File: src/rtl/keypad_pkg.sv
// keypad_pkg: shared definitions for the keypad entry sequencer.
//   state_t    - sequencer FSM states
//   MAX_DIGITS - capacity of the MM:SS entry register
//   BCD_W      - width of one BCD digit
//   KEY_W      - number of raw key lines (digits 0..9)
package keypad_pkg;

    typedef enum logic [1:0] {
        ST_IDLE     = 2'd0,
        ST_DEBOUNCE = 2'd1,
        ST_CAPTURE  = 2'd2,
        ST_WAIT_REL = 2'd3
    } state_t;

    localparam int unsigned MAX_DIGITS = 4;
    localparam int unsigned BCD_W      = 4;
    localparam int unsigned KEY_W      = 10;

endpackage

File: src/rtl/keypad_entry_ctrl_key_onehot_bcd.sv
// key_onehot_bcd: combinational key-vector to BCD encoder.
//   keys   in  KEY_W  key vector, bit n = digit n
//   bcd    out BCD_W  digit index when keys is one-hot, else 0
//   onehot out 1      high when exactly one key bit is set
// Multi-hot or all-zero vectors are not priority-encoded; they report onehot = 0.
module key_onehot_bcd
    import keypad_pkg::*;
(
    input  logic [KEY_W-1:0] keys,
    output logic [BCD_W-1:0] bcd,
    output logic             onehot
);

    always_comb begin
        bcd    = '0;
        onehot = 1'b0;
        for (int unsigned i = 0; i < KEY_W; i++) begin
            if (keys == (KEY_W'(1) << i)) begin
                bcd    = BCD_W'(i);
                onehot = 1'b1;
            end
        end
    end

endmodule

File: src/rtl/keypad_entry_ctrl.sv
// keypad_entry_ctrl: 10-key keypad sequencer feeding the MM:SS time entry.
// Synchronises and debounces the raw key lines, encodes each accepted press to
// BCD and shifts it into a 4-digit entry register, once per physical press.
//   CLK        in   clock, rising edge
//   RST        in   asynchronous active-high reset
//   KEYS       in   raw one-hot key lines (asynchronous)
//   LOCK       in   high while cooking: no new press is started
//   CLEAR      in   synchronous clear of digits and digit count
//   MIN_TENS.. out  BCD entry digits 3..0 (SEC_ONES = most recent key)
//   DIGIT_CNT  out  number of digits entered, 0..4
//   KEY_STROBE out  one-cycle pulse when the entry register takes a digit
//   ERR        out  one-cycle pulse on a multi-key press
// Build option: define MULTI_KEY_ERR_EN to drive ERR; otherwise ERR is tied 0.
module keypad_entry_ctrl
    import keypad_pkg::*;
#(
    parameter int unsigned DEBOUNCE_CYCLES = 16,
    parameter int unsigned CNT_W           = $clog2(DEBOUNCE_CYCLES + 1)
) (
    input  logic             CLK,
    input  logic             RST,
    input  logic [KEY_W-1:0] KEYS,
    input  logic             LOCK,
    input  logic             CLEAR,
    output logic [BCD_W-1:0] MIN_TENS,
    output logic [BCD_W-1:0] MIN_ONES,
    output logic [BCD_W-1:0] SEC_TENS,
    output logic [BCD_W-1:0] SEC_ONES,
    output logic [2:0]       DIGIT_CNT,
    output logic             KEY_STROBE,
    output logic             ERR
);

    localparam logic [CNT_W-1:0] CNT_LAST    = CNT_W'(DEBOUNCE_CYCLES);
    localparam logic [2:0]       DIGITS_FULL = 3'(MAX_DIGITS);

    logic [KEY_W-1:0] sync1, sync_s;
    logic [KEY_W-1:0] cand, cand_nxt;
    state_t           state, state_nxt;
    logic [CNT_W-1:0] cnt, cnt_nxt;
    logic [MAX_DIGITS-1:0][BCD_W-1:0] digits;
    logic [2:0]       digit_cnt;
    logic [BCD_W-1:0] cand_bcd;
    logic             cand_onehot;
    logic             do_shift;

    key_onehot_bcd u_enc (
        .keys   (cand),
        .bcd    (cand_bcd),
        .onehot (cand_onehot)
    );

    // Bits of the key vector may resolve on different cycles through the
    // synchroniser; the debounce run absorbs that skew.
    always_comb begin
        state_nxt = state;
        cnt_nxt   = cnt;
        cand_nxt  = cand;
        do_shift  = 1'b0;
        case (state)
            ST_IDLE: begin
                if (sync_s != '0 && !LOCK) begin
                    state_nxt = ST_DEBOUNCE;
                    cand_nxt  = sync_s;
                    cnt_nxt   = CNT_W'(1);
                end
            end
            ST_DEBOUNCE: begin
                if (sync_s == cand) begin
                    cnt_nxt = cnt + CNT_W'(1);
                    if (cnt_nxt == CNT_LAST) begin
                        state_nxt = ST_CAPTURE;
                    end
                end else begin
                    state_nxt = ST_IDLE;
                    cnt_nxt   = '0;
                end
            end
            ST_CAPTURE: begin
                state_nxt = ST_WAIT_REL;
                cnt_nxt   = '0;
                do_shift  = cand_onehot && (digit_cnt < DIGITS_FULL) && !CLEAR;
            end
            ST_WAIT_REL: begin
                if (sync_s == '0) begin
                    cnt_nxt = cnt + CNT_W'(1);
                    if (cnt_nxt == CNT_LAST) begin
                        state_nxt = ST_IDLE;
                        cnt_nxt   = '0;
                    end
                end else begin
                    cnt_nxt = '0;
                end
            end
            default: begin
                state_nxt = ST_IDLE;
                cnt_nxt   = '0;
            end
        endcase
    end

    always_ff @(posedge CLK or posedge RST) begin
        if (RST) begin
            sync1  <= '0;
            sync_s <= '0;
            cand   <= '0;
            state  <= ST_IDLE;
            cnt    <= '0;
        end else begin
            sync1  <= KEYS;
            sync_s <= sync1;
            cand   <= cand_nxt;
            state  <= state_nxt;
            cnt    <= cnt_nxt;
        end
    end

    // CLEAR has priority over a capture landing on the same edge.
    always_ff @(posedge CLK or posedge RST) begin
        if (RST) begin
            digits     <= '0;
            digit_cnt  <= '0;
            KEY_STROBE <= 1'b0;
        end else begin
            KEY_STROBE <= do_shift;
            if (CLEAR) begin
                digits    <= '0;
                digit_cnt <= '0;
            end else if (do_shift) begin
                digits    <= {digits[MAX_DIGITS-2:0], cand_bcd};
                digit_cnt <= digit_cnt + 3'd1;
            end
        end
    end

`ifdef MULTI_KEY_ERR_EN
    always_ff @(posedge CLK or posedge RST) begin
        if (RST) begin
            ERR <= 1'b0;
        end else begin
            ERR <= (state == ST_CAPTURE) && !cand_onehot;
        end
    end
`else
    assign ERR = 1'b0;
`endif

    assign MIN_TENS  = digits[3];
    assign MIN_ONES  = digits[2];
    assign SEC_TENS  = digits[1];
    assign SEC_ONES  = digits[0];
    assign DIGIT_CNT = digit_cnt;

endmodule

File: config.mk
export PLATFORM = sky130hd
export DESIGN_NAME = keypad_entry_ctrl
export DESIGN_NICKNAME = d
export VERILOG_FILES = /design/src/rtl/keypad_pkg.sv /design/src/rtl/keypad_entry_ctrl_key_onehot_bcd.sv /design/src/rtl/keypad_entry_ctrl.sv
export SDC_FILE = /design/constraint.sdc
export NUM_CORES = 1
export LEC_CHECK = 0
export BUFFER_PORTS_ARGS = -buffer_cell sky130_fd_sc_hd__buf_2
export CAP_MARGIN = 15
export CORE_MARGIN = 4
export CORE_UTILIZATION = 31
export DETAILED_ROUTE_END_ITERATION = 6
export SKIP_LAST_GASP = 1
export SLEW_MARGIN = 15
export SYNTH_ARGS = -nofsm -noshare
export SYNTH_HDL_FRONTEND = slang
export SYNTH_SLANG_ARGS = --single-unit
File: constraint.sdc
create_clock -name CLK -period 4.4 [get_ports CLK]
set_input_delay 0.22 -clock CLK [delete_from_list [all_inputs] [get_ports CLK]]
set_output_delay 0.22 -clock CLK [all_outputs]
set_load 0.01 [all_outputs]
Word level (Yosys, flattened, before mapping)
Index checks and enable logic that the tools add are counted.
Storage, ports and cells
  register bits: 57
  output and inout port bits: 21
Cells by class
  reductions and logical operators: 11
  multiplexer cells: 35
  add/sub/neg operators: 2
  equal/unequal tests: 19
  magnitude comparators: 1
Operators with widths (count)
  two-way mux 16 bit: 2
  two-way mux 5 bit: 4
  one-hot mux 5 bit (4 select lines): 1
  two-way mux 3 bit: 6
  two-way mux 2 bit: 7
  two-way mux 1 bit: 12
  equality test 10 x 1 -> 1 bit (second input constant): 1
  equality test 10 bit: 1
  equality test 10 bit (second input constant): 1
  equality test 10 x 2 -> 1 bit (second input constant): 1
  equality test 10 x 3 -> 1 bit (second input constant): 1
  equality test 10 x 4 -> 1 bit (second input constant): 1
  equality test 10 x 5 -> 1 bit (second input constant): 1
  equality test 10 x 6 -> 1 bit (second input constant): 1
  equality test 10 x 7 -> 1 bit (second input constant): 1
  equality test 10 x 8 -> 1 bit (second input constant): 1
  equality test 10 x 9 -> 1 bit (second input constant): 1
  logical NOT 10 bit: 1
  nonzero test 10 bit: 1
  two-way mux 4 bit: 2
  one-hot mux 2 bit (4 select lines): 1
  inequality test 2 bit (second input constant): 3
  adder 5 x 1 -> 5 bit (second input constant): 1
  equality test 5 bit (second input constant): 1
  11 further kinds: 15

Depth between registers and ports, before layout
Gate-level depths: netlist (run 1).
  word-level depth: 16
  mapped depth: 7

Hierarchy
Synthesis (run 1) repeated with hierarchy kept, for this count alone.
Second synthesis, totals
  cell total of the unflattened synthesis: 227
  area total of the unflattened synthesis: 2568.7 um^2
Modules (own cells, without submodules)
  keypad_entry_ctrl: sequential area each 1426.4 um^2, cells an instance 192, area each 2348.5 um^2, times used 1
  key_onehot_bcd: sequential area each 0.0 um^2, cells an instance 35, area each 220.2 um^2, times used 1

Worst setup path before layout (run 1)
OpenSTA, ideal clock, no wires.
  kind: reg2reg
  from: register cand[5]
  to: register digits (netlist bit MIN_ONES[0])
  path slack: 2.399 ns
  stages on the path, launching flop included: 8
  arrival: 1.876 ns
  clock period less this slack: 2.001 ns
  setup time: 0.125 ns
  cell sequence: dfrtp_1 > buf_4 > nor2b_1 > a221oi_2 > o22a_2 > a21boi_4 > buf_12 > mux2_4
Between the ends
  longest elaborated chain between the ends: 15
  elaborated cells between the ends (all ways): 24
  those cells by class: eq/ne: 10; mux: 11; reduce/logical: 3
RTL lines
  start: declaration: RTL line keypad_entry_ctrl.sv:38  | logic [KEY_W-1:0] cand, cand_nxt;
  start signal: assignment: RTL line keypad_entry_ctrl.sv:112  | cand <= cand_nxt;
  equality test 10 x 1 -> 1 bit: RTL line keypad_entry_ctrl_key_onehot_bcd.sv:18  | if (keys == (KEY_W'(1) << i)) begin
  two-way mux 1 bit (9 in series): RTL line keypad_entry_ctrl_key_onehot_bcd.sv:18
  two-way mux 1 bit (*): RTL line keypad_entry_ctrl_key_onehot_bcd.sv:18
  logical AND 1 bit (*) (2 in series): RTL line keypad_entry_ctrl.sv:82  | do_shift = cand_onehot && (digit_cnt < DIGITS_FULL) && !CLEAR;
  two-way mux 1 bit (*): RTL line keypad_entry_ctrl.sv:60  | case (state)
  nonzero test 2 bit (no source line) (*)
  end signal: assignment: RTL line keypad_entry_ctrl.sv:130  | digits <= {digits[MAX_DIGITS-2:0], cand_bcd};
  end: declaration: RTL line keypad_entry_ctrl.sv:41  | logic [MAX_DIGITS-1:0][BCD_W-1:0] digits;
Every way passes the cells marked *; elsewhere a longest branch is shown, timed or not.
A chain may end at the register's enable or synchronous reset.

Final worst setup path (run 1)
  from: register cand[2]
  to: register digits (netlist bit MIN_TENS[0])
Same word-level chain as after synthesis.

==> results of run 1 <==
==> critical path, stage by stage (launching register included) <==
cell and delay, ps:
dfrtp_1 480, xor2_1 210, a211oi_1 340, o22a_2 230, a21boi_4 570, mux2_2 410
==> layout make-up <==
class                      instances  area share
clock buffer                       9      0.0392
clock inverter                     7      0.0150
inverter                           5     0.00594
multi-input combinational        147       0.360
sequential                        57       0.451
tap                              105      0.0416
timing repair buffer              44      0.0863
==> how the worst max path moves through the flow <==
stage,cells past startpoint,end
global route,5,DIGIT_CNT[1]
detailed placement,5,MIN_TENS[0]
floorplan,7,MIN_ONES[0]
global placement,5,MIN_TENS[3]
finish,5,MIN_TENS[0]
CTS,5,DIGIT_CNT[1]
==> cell usage in the layout (no fill, tap or decap), drive strengths merged, types with 5 or more instances in the layout <==
cell type     n
buf          34
nand3        11
inv           5
nor2         10
nand2        10
dfrtp        57
xnor2        13
dlygate4sd3  10
mux2         24
clkinv        5
o21ai        11
nor2b        16
clkbuf        9
==> sequential cells by signal, summed over array words and instances, names as in the netlist, named ones only <==
signal and cells:
DIGIT_CNT 3, KEY_STROBE 1, MIN_ONES 4, MIN_TENS 4, SEC_ONES 4, SEC_TENS 4
cand 10, cnt 5, state 1, sync1 10, sync_s 10
==> metrics by stage <==
step | worst slack [ps] | total power (uW)
after floorplan | 2400 | 689
after global placement | 2100 | 702
after detailed placement | 2040 | 705
after CTS | 2020 | 1140
after global routing | 1920 | 1180
final | 2050 | 1110
==> where the power goes <==
| part | internal (uW) | switching (uW) | leakage (uW) |
|---|---|---|---|
| logic | 57.1 | 54.0 | 0.000613 |
| clock network | 202 | 209 | 0.0000850 |
| registers | 549 | 39.6 | 0.000724 |
| total | 808 | 303 | 0.00142 |
==> per-layer routing <==
metal / part of all wire / wire (um)
met5: 0 / 0
met4: 0.013 / 61
met3: 0.063 / 297
met2: 0.42 / 1980
met1: 0.50 / 2350
==> kinds of logic after synthesis <==
family,count (synthesis),synth area share
simple gates,73,0.166
compound gates,28,0.0721
xor+xnor,17,0.0554
buf+inv,18,0.0461
fa+ha+maj,2,0.00931
other cells,1,0.00139
flops,57,0.530
mux,26,0.119
==> results.py, run 1 <==
metrics = {
    "floorplanning": {
        "core_mm2": 0.00834,
        "floorplan.die_area_mm2": 0.0102,
        "std_cell_rows": 33,
        "ioPinCount": 35,
        "die_w_um": 101,
        "die_y_um": 101,
        "start_util": 0.322,
    },
    "power_and_ir_drop": {
        "vdd_ir_drop_max_uv": 250,
        "p_per_area_mw_per_mm2": 352,
        "p_leak_uw": 0.00142,
    },
    "drt": {
        "first_pass_iters": 4,
        "wl_per_cell_um": 12.5,
        "drcViolationCount": 0,
        "antenna_left": 0,
        "num_vias": 1746,
        "drt_iter0_markers": 105,
        "wl_um": 4690,
        "vias_per_cell": 4.67,
    },
    "placement": {
        "dp_hpwl_um": 3130,
        "postPlaceCellArea_mm2": 0.00289,
        "dp.cells": 348,
        "gp_congestion": 0.811,
        "io_buffers": 33,
    },
    "final_layout": {
        "finalInstanceArea_mm2": 0.00316,
        "nets": 280,
        "area_growth_pct": 17.5,
        "drive_gt1_frac": 0.312,
        "stdcell_count": 374,
        "register_area_mm2": 0.00143,
        "fin_util": 0.379,
        "multi_input_area_mm2": 0.00114,
        "fillers": 809,
        "n_antenna_cell": 0,
    },
    "clock_tree": {
        "root_buffer": "clkbuf_8",
        "post_cts_buffers": 0,
        "path_clk_slew_ps": 70,
        "clock_path_buffers": 2,
        "cts.sink_count": 57,
        "insertion_delay_ps": 330,
        "htreeDepth": 3,
        "cts_resized": 0,
        "cts_tree": "yes",
        "cts_buffers": 9,
        "cts_hold_buffers": 10,
    },
    "synthesis": {
        "synth_edf_count": 0,
        "syn-cell-area_mm2": 0.00269,
        "yosys.area.top_type": "dfrtp_1",
        "synthFlopType": "dfrtp_1",
        "async_reset_ff_frac": 1.00,
        "avgSynthCellArea_um2": 12.1,
        "synth.area.top_cells": "dfrtp_1, mux2_2, mux2_4",
        "yosys_warnings": 0,
        "yosys.area.top_type_share": 0.530,
        "synth_common_cells": "dfrtp_1, mux2_2, nor2b_1",
        "synth_cells": 222,
        "yosys_register_bits": 57,
        "synth_nets": 238,
        "synth_cell_types": 47,
        "synth.yosys.seq_area_share": 0.530,
        "synth_most_common_cell": "dfrtp_1",
    },
    "timing": {
        "relSlewSlack": 0.529,
        "fmax_mhz": 425,
        "holdWs_ps": 80.2,
        "setup_viol": 0,
        "hold_viol_final": 0,
        "rsz0062_at_grt": "false",
        "tightest_slew_ps": 707,
        "fin_crit_sh": 0.535,
        "finClkSkew_ps": 4.68,
        "fin_crit_ps": 2350,
        "finalSetupTns_ps": 0,
        "slew_violations": 0,
    },
    "global_routing": {
        "grt_pass1_wl_um": 8190,
        "grt-ovfl-total": 0,
        "met1_usage": 0.140,
        "grt_util_all_layers": 0.102,
        "antenna_found_initial": 0,
        "met2_usage": 0.146,
        "grt_pass1_vias": 1725,
        "busiest_layer": "met2",
        "grt_max_degree": 58,
        "grt_use_met3": 0.0372,
    },
    "worst_setup_path": {
        "r2r-end": "MIN_TENS[0]",
        "required_ps": 4610,
        "cp.arrival_ps": 2570,
        "cp_max_fo": 16,
        "reg2regPathDepth": 5,
        "r2r_setup_slack_ps": 2050,
        "startpoint_type": "flip-flop",
        "cp-end-kind": "flip-flop",
        "crit_start": "cand[2]",
        "path_class": "flip-flop to flip-flop",
        "rr_startpoint": "cand[2]",
    },
    "min_path": {
        "worstHoldPathType": "input port to asynchronous set/reset pin",
    },
    "run": {
        "drv_cap": 0,
    },
    "outcome": {
        "outcome": "complete, no violations",
    },
}
Note: power is estimated with default switching activity, not from simulation.
==> run 2, diff against run 1 <==
==> constraint.sdc (replaced) <==
create_clock -name CLK -period 2.12 [get_ports CLK]
set_input_delay 0.106 -clock CLK [delete_from_list [all_inputs] [get_ports CLK]]
set_output_delay 0.106 -clock CLK [all_outputs]
set_load 0.01 [all_outputs]
==> run 2 against run 1 <==
Compared with the run above: worst setup slack worse by 1900 ps; largest power group unchanged; wire length up 6.2%; sequential share of layout area down 2.7 points; die area unchanged; largest cell class unchanged; non-clock buffer count up 18; register-to-register slack worse by 1900 ps; worst hold slack better by 69 ps; critical endpoint is now MIN_TENS[3]; clock power rose to 2.8 times the previous value; cell count up 4.5%.
==> results.py, run 2 (synthesized netlist as in run 1, its figures left out) <==
metrics = {
    "final_layout": {
        "area_growth_pct": 25.3,
        "register_area_mm2": 0.00143,
        "fin_util": 0.404,
        "drive_gt1_frac": 0.357,
        "multi_input_area_mm2": 0.00114,
        "mostFrequentLayoutCell": "dfrtp_1",
        "mostFrequentLayoutCells": "dfrtp_1, buf_2, buf_4",
        "fillers": 808,
        "nets": 298,
        "top_regs": "cand: 10 flops, sync1: 10 flops, sync_s: 10 flops",
        "n_antenna_cell": 0,
    },
    "timing": {
        "fin_crit_ps": 2010,
        "hold_viol_final": 0,
        "fin_crit_sh": 0.949,
        "setup_viol": 0,
        "finalSetupTns_ps": 0,
        "tightest_slew_ps": 709,
        "finClkSkew_ps": 8.99,
        "holdWs_ps": 149,
        "rsz0062_at_grt": "false",
        "slew_violations": 0,
        "relSlewSlack": 0.527,
        "fmax_mhz": 497,
    },
    "outcome": {
        "outcome": "complete, no violations",
    },
    "global_routing": {
        "grt_util_all_layers": 0.108,
        "grt_pass1_vias": 1805,
        "grt_pass1_wl_um": 8570,
        "grt_max_degree": 58,
        "grt-ovfl-total": 0,
        "antenna_found_initial": 0,
    },
    "clock_tree": {
        "path_clk_slew_ps": 70,
        "clock_path_buffers": 2,
        "cts_buffers": 9,
        "insertion_delay_ps": 340,
        "cts.sink_count": 57,
        "cts_tree": "yes",
        "root_buffer": "clkbuf_8",
        "htreeDepth": 3,
    },
    "placement": {
        "dp_hpwl_um": 3380,
        "io_buffers": 33,
        "gp_congestion": 0.779,
    },
    "worst_setup_path": {
        "cp_max_fo": 16,
        "path_cells": "xor2_1 > a221oi_2 > o22a_2 > a21boi_4 > buf_12 > mux2_2",
        "startpoint_type": "flip-flop",
        "cp.arrival_ps": 2230,
        "max_stage_delay_ps": 450,
        "endpoint": "MIN_TENS[3]",
        "reg2regPathDepth": 6,
        "path_class": "flip-flop to flip-flop",
        "cpMaxStageDelayCell": "dfrtp_2",
        "r2r-end": "MIN_TENS[3]",
        "cp-end-kind": "flip-flop",
        "rr_startpoint": "cand[6]",
        "crit_start": "cand[6]",
        "required_ps": 2340,
        "r2r_setup_slack_ps": 110,
    },
    "drt": {
        "drcViolationCount": 0,
        "wl_um": 4980,
        "wl_per_cell_um": 12.7,
        "antenna_left": 0,
        "num_vias": 1828,
        "vias_per_cell": 4.68,
        "drt_iter0_markers": 114,
        "first_pass_iters": 4,
    },
    "floorplanning": {
        "ioPinCount": 35,
        "std_cell_rows": 33,
        "die_w_um": 101,
        "start_util": 0.322,
        "die_y_um": 101,
        "core_mm2": 0.00834,
        "floorplan.die_area_mm2": 0.0102,
    },
    "power_and_ir_drop": {
        "p_per_area_mw_per_mm2": 784,
        "vdd_ir_drop_max_uv": 398,
        "p_leak_uw": 0.00154,
    },
    "run": {
        "drv_cap": 0,
    },
    "min_path": {
        "worstHoldPathType": "input port to flip-flop",
    },
}
-- run 2: timing repair --
action / 4_1_cts / 5_1_grt
resized for setup: 0 / 2
setup endpoints to repair: 0 / 14
buffers inserted: 0 / 2
hold buffers: 11 / 0
endpoints found under the hold margin: 52 / 0
-- run 2: layout make-up --
class,instances,share of cell area
Sequential cell,57,0.424
Multi-Input combinational cell,147,0.338
Timing Repair Buffer,62,0.126
Clock buffer,11,0.0449
Tap cell,105,0.0390
Clock inverter,4,0.0227
Inverter,5,0.00557
-- run 2: worst min-delay path by stage --
stage	start	to	slack, ps	cells after the start
after global placement	KEYS[8]	sync1[8]	210	1
after global routing	CLEAR	SEC_ONES[2]	150	4
after detailed placement	KEYS[9]	sync1[9]	220	1
after CTS	CLEAR	SEC_ONES[2]	130	4
after floorplan	KEYS[0]	sync1[0]	140	0
final	CLEAR	SEC_ONES[2]	150	4
-- run 2: worst max-delay path, delay by kind of cell (launching register included) --
kind            cells  cell delay, ps
compound gates      3             720
buf+inv             1             180
xor+xnor            1             190
mux                 1             340
flops               1             450
-- run 2: per-layer routing --
layer	wire (um)	GRT usage
met2	2230	0.156
met5	0	0
met1	2290	0.142
met4	121	0.0491
met3	335	0.0420
-- run 2: power breakdown --
group,total [uW],internal (uW),switching (uW)
sequential,1210,1140,65.3
combinational,292,154,138
clock,1140,721,423
-- run 2: through the flow --
stage	power (uW)	instances	worst slack, ps	instance area [um2]
3_3_place_gp	1490	363	120	3010
2_1_floorplan	1430	222	119	2690
5_1_grt	2780	391	11.3	3370
4_1_cts	2680	389	49.5	3350
3_5_place_dp	1500	363	78.6	3010
6_report	2640	391	108	3370
==> run 3, diff against run 2 <==
--- a/config.mk
+++ b/config.mk
@@ -5,6 +5,7 @@
 export SDC_FILE = /design/constraint.sdc
 export NUM_CORES = 1
 export LEC_CHECK = 0
+export ABC_AREA = 1
 export BUFFER_PORTS_ARGS = -buffer_cell sky130_fd_sc_hd__buf_2
 export CAP_MARGIN = 15
 export CORE_MARGIN = 4
==> run 3 against run 2 <==
Compared with the run above: via count increased by 33%; sequential power increased by 19%; first-iteration DRC count decreased by 3.5%; worst hold slack improved by 93 ps; power increased by 41%; fmax increased by 9.8%; synthesized area increased by 9.8%; critical path depth increased by 5; critical path type unchanged; largest power group unchanged.
==> results.py, run 3 <==
metrics = {
    "timing": {
        "fmax_mhz": 546,
        "tightest_slew_ps": 561,
        "setup_viol": 0,
        "finClkSkew_ps": 10.6,
        "hold_viol_final": 0,
        "fin_crit_sh": 0.864,
        "fin_crit_ps": 1830,
        "rsz0062_at_grt": "false",
        "finalSetupTns_ps": 0,
        "slew_violations": 0,
        "relSlewSlack": 0.626,
    },
    "drt": {
        "wl_um": 6190,
        "first_pass_iters": 4,
        "antenna_left": 0,
        "wl_per_cell_um": 11.3,
        "drcViolationCount": 0,
        "drt_iter0_markers": 110,
        "num_vias": 2429,
        "vias_per_cell": 4.42,
    },
    "synthesis": {
        "synth_most_common_cell": "nand2_1",
        "synth_cell_types": 33,
        "synth_cells": 366,
        "yosys.area.top_type_share": 0.483,
        "async_reset_ff_frac": 1.00,
        "yosys_register_bits": 57,
        "synth_nets": 382,
        "synth_edf_count": 0,
        "avgSynthCellArea_um2": 8.07,
        "yosys_warnings": 0,
        "synth.area.top_cells": "dfrtp_1, nand2_1, inv_1",
        "synthFlopType": "dfrtp_1",
        "yosys.area.top_type": "dfrtp_1",
        "synth_common_cells": "nand2_1, dfrtp_1, inv_1",
        "synth.yosys.seq_area_share": 0.483,
        "syn-cell-area_mm2": 0.00295,
    },
    "final_layout": {
        "mostFrequentLayoutCell": "nand2_1",
        "top_regs": "cand: 10 flops, sync1: 10 flops, sync_s: 10 flops",
        "fillers": 939,
        "drive_gt1_frac": 0.202,
        "register_area_mm2": 0.00143,
        "area_growth_pct": 21.5,
        "n_antenna_cell": 0,
        "mostFrequentLayoutCells": "nand2_1, dfrtp_1, inv_1",
        "stdcell_count": 549,
        "nets": 431,
        "multi_input_area_mm2": 0.00127,
    },
    "worst_setup_path": {
        "startpoint_type": "flip-flop",
        "cp_max_fo": 17,
        "cp.arrival_ps": 2100,
        "required_ps": 2390,
        "cp-end-kind": "flip-flop",
        "reg2regPathDepth": 11,
        "path_class": "flip-flop to flip-flop",
    },
    "global_routing": {
        "grt_pass1_vias": 2393,
        "grt-ovfl-total": 0,
        "antenna_found_initial": 0,
        "grt_max_degree": 34,
        "grt_pass1_wl_um": 10900,
        "grt_util_all_layers": 0.122,
    },
    "floorplanning": {
        "die_w_um": 106,
        "die_y_um": 106,
        "std_cell_rows": 35,
        "ioPinCount": 35,
        "core_mm2": 0.00924,
        "start_util": 0.320,
        "floorplan.die_area_mm2": 0.0112,
    },
    "placement": {
        "dp.cells": 522,
        "gp_congestion": 0.868,
        "io_buffers": 33,
        "dp_hpwl_um": 4540,
    },
    "power_and_ir_drop": {
        "p_int_uw": 2370,
        "p_per_area_mw_per_mm2": 1040,
        "power.share.switching": 0.363,
        "p_leak_uw": 0.00195,
        "p_switching_uw": 1350,
        "clockPowerShare": 0.325,
        "vdd_ir_drop_max_uv": 522,
        "power_uw": 3720,
        "power_frac_seq": 0.387,
        "p_comb_frac": 0.289,
    },
    "min_path": {
        "hold_depth": 4,
        "worstHoldPathType": "input port to flip-flop",
    },
    "run": {
        "drv_cap": 0,
    },
    "clock_tree": {
        "root_buffer": "clkbuf_8",
        "cts.sink_count": 57,
        "post_cts_buffers": 0,
        "cts_buffers": 9,
        "path_clk_slew_ps": 70,
        "htreeDepth": 3,
        "clock_path_buffers": 2,
        "insertion_delay_ps": 330,
        "cts_tree": "yes",
    },
    "outcome": {
        "outcome": "complete, no violations",
    },
}
[run 3: cell types whose count changed after synthesis, moves of 8 or more]
cell / before / now
nand3_2: 1 / 12
xnor2_1: 13 / 4
nor2b_1: 16 / 0
nand4_1: 4 / 15
mux2_4: 8 / 0
mux2_2: 16 / 0
nand3_1: 10 / 22
nor2_1: 9 / 37
inv_1: 5 / 39
nand2_1: 10 / 122
[run 3: repair_timing]
| item | in CTS | in global routing |
|---|---|---|
| hold buffers | 11 | 0 |
| resized for setup | 0 | 0 |
| hold endpoints to repair | 34 | 0 |
[run 3: cells by family after synthesis]
| logic type | after synthesis | share of synthesized area |
|---|---|---|
| simple gates | 225 | 0.369 |
| buf+inv | 55 | 0.0860 |
| xor+xnor | 5 | 0.0148 |
| compound gates | 21 | 0.0377 |
| other cells | 1 | 0.00127 |
| flops | 57 | 0.483 |
| fa+ha+maj | 2 | 0.00847 |
[run 3: area by class of cell]
type	count	area share
clock buffers	11	0.0366
repair buffers	49	0.0907
well taps	129	0.0450
inverters	44	0.0467
multi-input cells	254	0.355
clock inverters	5	0.0289
flip-flops and latches	57	0.397
[run 3: final timing paths]
kind / from / slack, ps / end
max: cand[4] / 290 / DIGIT_CNT[0]
min: CLEAR / 240 / MIN_ONES[0]
max reg2reg: cand[4] / 290 / DIGIT_CNT[0]
min reg2reg: sync1[8] / 350 / sync_s[8]
max in group asynchronous: RST / 1150 / SEC_ONES[3]
min in group asynchronous: RST / 380 / cand[5]
[run 3: critical path: stages, from the launching register on]
cell	delay, ps
dfrtp_1	460
nor2_2	240
nand2_2	100
nor2_1	100
nand2_1	70
nand2_1	110
nor2_2	60
nand3_4	90
nand2_4	120
inv_2	240
nand2_1	80
nand2_1	80
[run 3: per-stage QoR]
stage	util	area (um2)	hold WS, ps	setup slack (ps)
2_1_floorplan	-	2950	137	507
3_3_place_gp	0.351	3240	188	341
3_5_place_dp	0.351	3240	188	320
4_1_cts	0.388	3590	233	295
5_1_grt	0.388	3590	250	92.9
6_report	0.388	3590	242	288
[run 3: routing by layer]
layer | GRT usage | up-vias | part of all wire | wire length, um
li1 | - | 1245 | - | -
met1 | 0.153 | 1104 | 0.46 | 2840
met2 | 0.192 | 63 | 0.46 | 2820
met3 | 0.0386 | 17 | 0.059 | 364
met4 | 0.0527 | 0 | 0.026 | 161
met5 | 0 | - | 0 | 0
[run 3: power by group through the flow]
stage          clock network, uW  logic [uW]  registers [uW]
2_1_floorplan                  0         943            1360
5_1_grt                     1300        1240            1470
6_report                    1210        1070            1440
3_3_place_gp                   0        1040            1450
3_5_place_dp                   0        1060            1460
4_1_cts                     1240        1080            1440
